--- src/rtl/clock_mode_ctrl.sv ---
// Front-panel controller for the alarm clock datapath.
// Two buttons, mode and adv, step through the time and alarm set states and
// produce the advance strobes that the counters consume. A second FSM runs the
// alarm ring/snooze sequence.
//
// panel state | meaning
// ------------+----------------------------------------------
// RUN         | normal timekeeping, adv ignored
// T_MIN       | set time minutes (minadv)
// T_HRS       | set time hours (hrsadv)
// T_DAY       | set day (dayadv)
// A_MIN       | set alarm minutes (minadv)
// A_HRS       | set alarm hours (hrsadv)
//
// alarm state | meaning
// ------------+----------------------------------------------
// A_IDLE      | quiet, waiting for a match while panel is RUN
// A_RING      | buzzer on, stops by itself after RING_SEC ticks
// A_SNOOZE    | buzzer paused, resumes after SNOOZE_SEC ticks

module clock_mode_ctrl #(
    parameter int RPT_DLY    = 2,
    parameter int IDLE_TO    = 30,
    parameter int RING_SEC   = 60,
    parameter int SNOOZE_SEC = 540
) (
    input  logic       clk,
    input  logic       rst,
    input  logic       sec_tick,
    input  logic       mode_btn,
    input  logic       adv_btn,
    input  logic       snooze_btn,
    input  logic       alarm_sw,
    input  logic       alarm_match,
    output logic       timeset,
    output logic       alarmset,
    output logic       minadv,
    output logic       hrsadv,
    output logic       dayadv,
    output logic [2:0] mode,
    output logic       buzz,
    output logic       snoozing
);

    localparam int RS_MAX = (RING_SEC > SNOOZE_SEC) ? RING_SEC : SNOOZE_SEC;
    localparam int RSW    = $clog2(RS_MAX + 1);
    localparam int IW     = $clog2(IDLE_TO + 1);
    localparam int RW     = $clog2(RPT_DLY + 1);

    // Terminal counts: the counters leave their state on the tick that would
    // make them equal the full period, so they never exceed period-1.
    localparam logic [RSW-1:0] RING_LAST   = RSW'(RING_SEC - 1);
    localparam logic [RSW-1:0] SNOOZE_LAST = RSW'(SNOOZE_SEC - 1);
    localparam logic [IW-1:0]  IDLE_LAST   = IW'(IDLE_TO - 1);
    localparam logic [RW-1:0]  RPT_FULL    = RW'(RPT_DLY);

    typedef enum logic [2:0] {
        RUN   = 3'd0,
        T_MIN = 3'd1,
        T_HRS = 3'd2,
        T_DAY = 3'd3,
        A_MIN = 3'd4,
        A_HRS = 3'd5
    } panel_t;

    typedef enum logic [1:0] {
        A_IDLE   = 2'd0,
        A_RING   = 2'd1,
        A_SNOOZE = 2'd2
    } alarm_t;

    panel_t         panel;
    panel_t         panel_nxt;
    alarm_t         alarm;
    alarm_t         alarm_nxt;

    logic           armed;
    logic           mode_q;
    logic           adv_q;
    logic           snooze_q;
    logic           match_q;

    logic           mode_rise;
    logic           adv_rise;
    logic           snooze_rise;
    logic           match_rise;

    logic [IW-1:0]  idle_cnt;
    logic [RW-1:0]  rpt_cnt;
    logic [RSW-1:0] rs_cnt;

    logic           idle_expire;
    logic           rpt_fire;
    logic           adv_req;
    logic           stay_set;

    function automatic panel_t step_panel(input panel_t p);
        case (p)
            RUN:     step_panel = T_MIN;
            T_MIN:   step_panel = T_HRS;
            T_HRS:   step_panel = T_DAY;
            T_DAY:   step_panel = A_MIN;
            A_MIN:   step_panel = A_HRS;
            default: step_panel = RUN;
        endcase
    endfunction

    // Previous-clk button values; armed stays low for the first clk after
    // reset so a button already held at release does not count as an edge.
    always_ff @(posedge clk or negedge rst) begin
        if (!rst) begin
            armed    <= 1'b0;
            mode_q   <= 1'b0;
            adv_q    <= 1'b0;
            snooze_q <= 1'b0;
            match_q  <= 1'b0;
        end else begin
            armed    <= 1'b1;
            mode_q   <= mode_btn;
            adv_q    <= adv_btn;
            snooze_q <= snooze_btn;
            match_q  <= alarm_match;
        end
    end

    assign mode_rise   = armed & mode_btn    & ~mode_q;
    assign adv_rise    = armed & adv_btn     & ~adv_q;
    assign snooze_rise = armed & snooze_btn  & ~snooze_q;
    assign match_rise  = armed & alarm_match & ~match_q;

    // Idle timeout can only fire while adv is released, because a held adv
    // keeps the idle counter cleared.
    assign idle_expire = sec_tick & ~adv_btn & (idle_cnt == IDLE_LAST);
    assign rpt_fire    = adv_btn & sec_tick & (rpt_cnt == RPT_FULL);

    // Panel next state: a mode edge beats timeout, which beats any strobe.
    always_comb begin
        panel_nxt = RUN;
        adv_req   = 1'b0;
        case (panel)
            RUN: begin
                panel_nxt = mode_rise ? T_MIN : RUN;
            end
            T_MIN, T_HRS, T_DAY, A_MIN, A_HRS: begin
                if (mode_rise) begin
                    panel_nxt = step_panel(panel);
                end else if (idle_expire) begin
                    panel_nxt = RUN;
                end else begin
                    panel_nxt = panel;
                    adv_req   = adv_rise | rpt_fire;
                end
            end
            default: begin
                panel_nxt = RUN;
            end
        endcase
    end

    assign stay_set = (panel != RUN) && (panel_nxt == panel) && !mode_rise;

    // Panel state, its registered decodes, advance strobes and the
    // idle/repeat counters.
    always_ff @(posedge clk or negedge rst) begin
        if (!rst) begin
            panel    <= RUN;
            mode     <= 3'd0;
            timeset  <= 1'b0;
            alarmset <= 1'b0;
            minadv   <= 1'b0;
            hrsadv   <= 1'b0;
            dayadv   <= 1'b0;
            idle_cnt <= '0;
            rpt_cnt  <= '0;
        end else begin
            panel    <= panel_nxt;
            mode     <= panel_nxt;
            timeset  <= (panel_nxt == T_MIN) || (panel_nxt == T_HRS) ||
                        (panel_nxt == T_DAY);
            alarmset <= (panel_nxt == A_MIN) || (panel_nxt == A_HRS);
            minadv   <= adv_req && ((panel == T_MIN) || (panel == A_MIN));
            hrsadv   <= adv_req && ((panel == T_HRS) || (panel == A_HRS));
            dayadv   <= adv_req && (panel == T_DAY);

            if (!stay_set || adv_btn) begin
                idle_cnt <= '0;
            end else if (sec_tick) begin
                idle_cnt <= idle_cnt + 1'b1;
            end

            // The edge clk does not count a tick; counting starts the clk after.
            if (!stay_set || !adv_btn || adv_rise) begin
                rpt_cnt <= '0;
            end else if (sec_tick && (rpt_cnt != RPT_FULL)) begin
                rpt_cnt <= rpt_cnt + 1'b1;
            end
        end
    end

    // Alarm next state; a low alarm_sw overrides every other transition.
    always_comb begin
        alarm_nxt = alarm;
        case (alarm)
            A_IDLE: begin
                if (match_rise && (panel == RUN)) begin
                    alarm_nxt = A_RING;
                end
            end
            A_RING: begin
                if (snooze_rise) begin
                    alarm_nxt = A_SNOOZE;
                end else if (sec_tick && (rs_cnt == RING_LAST)) begin
                    alarm_nxt = A_IDLE;
                end
            end
            A_SNOOZE: begin
                if (sec_tick && (rs_cnt == SNOOZE_LAST)) begin
                    alarm_nxt = A_RING;
                end
            end
            default: begin
                alarm_nxt = A_IDLE;
            end
        endcase
        if (!alarm_sw) begin
            alarm_nxt = A_IDLE;
        end
    end

    // Alarm state, shared ring/snooze counter and buzzer outputs.
    always_ff @(posedge clk or negedge rst) begin
        if (!rst) begin
            alarm    <= A_IDLE;
            rs_cnt   <= '0;
            buzz     <= 1'b0;
            snoozing <= 1'b0;
        end else begin
            alarm    <= alarm_nxt;
            buzz     <= (alarm_nxt == A_RING);
            snoozing <= (alarm_nxt == A_SNOOZE);
            if ((alarm_nxt != alarm) || (alarm == A_IDLE)) begin
                rs_cnt <= '0;
            end else if (sec_tick) begin
                rs_cnt <= rs_cnt + 1'b1;
            end
        end
    end

endmodule

--- config.mk ---
export PLATFORM = sky130hd
export DESIGN_NAME = clock_mode_ctrl
export DESIGN_NICKNAME = d
export VERILOG_FILES = /design/src/rtl/clock_mode_ctrl.sv
export SDC_FILE = /design/constraint.sdc
export NUM_CORES = 1
export LEC_CHECK = 0
export ABC_AREA = 1
export ABC_CLOCK_PERIOD_IN_PS = 3500
export CAP_MARGIN = 10
export CORE_UTILIZATION = 35
export DETAILED_ROUTE_END_ITERATION = 12
export PLACE_DENSITY = 0.53
export SLEW_MARGIN = 20
export SYNTH_ARGS = -nofsm -noshare
export SYNTH_HDL_FRONTEND = slang
export SYNTH_SLANG_ARGS = --single-unit
--- constraint.sdc ---
create_clock -name clk -period 3.5 [get_ports clk]
set_input_delay 0.7 -clock clk [delete_from_list [all_inputs] [get_ports clk]]
set_output_delay 0.7 -clock clk [all_outputs]
set_load 0.01 [all_outputs]
==> flow_summary_export.csv <==
group,metric,value,unit
run_status,status,"finished, final reports clean",
worst_setup_path,cp.required,3.71,ns
synth,yosysMostFrequentCell,"nand2_1",
worst_setup_path,cp_max_fo,14,
worst_setup_path,rr_worst_depth,12,
die,io_pins,18,
cells_and_area,nets,234,
worst_setup_path,crit_end,"rs_cnt[7]",
timing,rsz0062_at_grt,"no",
clock_tree,clk_latency,0.28,ns
worst_setup_path,crit_type,"in -> reg",
routing,drc,0,
worst_setup_path,timing.rr.start,"idle_cnt[0]",
synth,synth.largest_area_cell,"dfrtp_1",
global_routing,grt_pass1_wl,5900,um
clock_tree,cts_buffers,5,
timing,max_clock_freq,0.427,GHz
worst_setup_path,slowest_delay,0.78,ns
worst_setup_path,r2r-end,"idle_cnt[1]",
routing,first_pass_iters,5,
clock_tree,cts_sinks,34,
cells_and_area,num_antenna_cells,0,
synth,netlist-cell-type-count,29,
global_routing,grt-ovfl-total,0,
synth,ys_top_cells_by_count,"nand2_1, dfrtp_1, nor2_1",
die,die-area,0.00528,mm2
routing,ant_nets,0,
clock_tree,ctsResizeCount,0,
worst_setup_path,critical_path_depth,7,
global_routing,track_usage,14.8,%
power,power,0.000745,W
synth,synth_edf_count,0,
power,power.leakage,0.920,nW
routing,vias,1370,
clock_tree,path_clk_slew,0.07,ns
timing,finalCritPeriodShare,66.9,%
synth,ys.flop_type,"dfrtp_1",
routing,drt-total-wl,3380,um
worst_setup_path,crit_buf_inv,2,
clock_tree,ctsHoldBuffers,0,
synth,ys_async_sr_fraction,100,%
die,start_util,36.8,%
timing,worst_pin_slew,0.504,ns
die,num_rows,25,
synth,synth_nets,212,
timing,period_minus_slack,2.34,ns
worst_setup_path,cp.arrival,2.55,ns
synth,synth_area_leaders,"dfrtp_1, nand2_1, nor2_1",
worst_setup_path,critPathTopFamily,"buffers and inverters",
clock_tree,cts_tree,"yes",
power,power.ir.vdd_worst,0.000161,V
cells_and_area,final_cells,290,
timing,fin_skew,0.00382,ns
clock_tree,cts_max_level,2,
clock_tree,clk_path_buf_depth,2,
global_routing,grt_pass1_vias,1276,
worst_setup_path,startpoint,"sec_tick",
synth,synth_area,0.00175,mm2
routing,drt-initial-drc-count,56,
synth,synth_cells,200,
synth,synth_seq_cells,34,
routing,vias_per_cell,4.72,
flow_run,maxCapViolations,0,
synth,synth_top_area_share,48.6,%
placed_design,place_hpwl,2400,um
worst_setup_path,r2r_setup_slack,1.81,ns
cells_and_area,drive_gt1_share,12.6,%
cells_and_area,area_delta_synth_final,18.6,%
die,die_y,72.7,um
worst_setup_path,cp_cell_sequence,"clkdlybuf4s50_1 -> inv_1 -> nor3_1 -> nand4_1 -> nand3_1 -> nand3_2 -> a21oi_1",
routing,routedWlPerCell,11.6,um
placed_design,place_congestion,0.785,
placed_design,placedCellCount,282,
placed_design,post-place-ws,0.848,ns
timing,finalWorstSetupSlack,1.16,ns
synth,avgSynthCellArea,8.75,um2
clock_tree,cts_setup_buffers,0,
die,die_x,72.7,um
timing,setup_viol,0,
worst_setup_path,critPathCaptureType,"flop",
timing,hold_viol,0,
synth,ys_seq_area_share,48.6,%
global_routing,grt_max_degree,35,
worst_setup_path,cp_slowest_cell,"clkdlybuf4s50_1",
die,core_region_area,0.00475,mm2
power,powerDensity,359,mW/mm2
timing,report.final.slew_viol_count,0,
worst_setup_path,cp-start-kind,"input port",
timing,tns,0,ns
worst_hold_path,hold_depth,2,
clock_tree,root_buffer,"clkbuf_8",
timing,relSlewSlack,66.3,%
synth,ys_warn_count,0,
worst_hold_path,hold_class,"reg -> reg",
global_routing,antenna_found_initial,0,
placed_design,place.port_buffers,17,
==> metrics by stage <==
step / cell area, um2 / util, % / hold WS, ns
2_1_floorplan: 1750 / - / 0.404
3_3_place_gp: 1980 / 41.7 / 0.534
3_5_place_dp: 1980 / 41.7 / 0.541
4_1_cts: 2070 / 43.6 / 0.556
5_1_grt: 2070 / 43.6 / 0.589
6_report: 2070 / 43.6 / 0.560
==> final cells by class <==
cell class | instances | area [um2]
clock buffer | 7 | 86.3
clock inverter | 1 | 5.00
fill | 486 | 2680
inverter | 20 | 75.1
multi-input combinational | 143 | 796
sequential | 34 | 851
tap | 67 | 83.8
timing repair buffer | 18 | 178
==> routing by layer <==
layer / track usage (%) / routed length, um
met5: 0 / 0
met2: 24.3 / 1620
met4: 5.23 / 46
met3: 4.56 / 129
met1: 18.3 / 1580
==> where the power goes <==
group / total [W] / internal [W] / switching [W]
registers: 0.000402 / 0.000398 / 0.00000366
logic: 0.0000463 / 0.0000186 / 0.0000277
clock network: 0.000297 / 0.000159 / 0.000139
total: 0.000745 / 0.000575 / 0.000170
==> sequential cells by signal (all words and copies together), names as in the netlist, 2 cells and up <==
name	count
alarm	2
idle_cnt	5
panel	3
rpt_cnt	2
rs_cnt	10
==> logic make-up (layout without fill, tap and decap cells) <==
kind of cell | count (synthesis) | count (layout) | synth area share [%]
AOI/OAI and AO/OA | 23 | 23 | 7.44
and+or+nand+nor | 102 | 102 | 28.4
muxes | 1 | 1 | 0.572
other | 1 | 1 | 0.214
xor gates and xnor gates | 12 | 12 | 6.01
buffers and inverters | 23 | 46 | 5.87
DFF | 34 | 34 | 48.6
adders and majority gates | 4 | 4 | 2.86
==> cells in the final DEF (no fill, tap or decap), types with 5 or more instances in the layout <==
master           synthesis  layout
a21oi_1                 15      15
clkbuf_8                 0       6
clkdlybuf4s50_1          0      17
dfrtp_1                 34      34
inv_1                   17      17
nand2_1                 36      36
nand3_1                 12      12
nand3_2                  5       5
nand4_1                  7       7
nor2_1                  24      24
nor3_1                   5       5
xor2_1                   8       8
==> worst min-delay path by stage <==
| stage | from | end |
|---|---|---|
| after floorplan | rst | adv_q |
| after global placement | rpt_cnt[1] | rpt_cnt[1] |
| after detailed placement | rpt_cnt[1] | rpt_cnt[1] |
| after CTS | rpt_cnt[1] | rpt_cnt[1] |
| after global routing | rpt_cnt[1] | rpt_cnt[1] |
| final | rpt_cnt[1] | rpt_cnt[1] |
==> worst reg2reg max path: stages (launching register included) <==
cell and delay, ns:
dfrtp_1 0.42, ha_1 0.21, nand2_1 0.06, nor2_1 0.05, nand2_1 0.10, nand2_1 0.07, nand2_1 0.09, nand2_1 0.09
nand2_1 0.07, nand2_1 0.06, nor2_2 0.14, nand3_2 0.15, nor2_1 0.12
No activity file was read; power rests on OpenSTA's default activity.
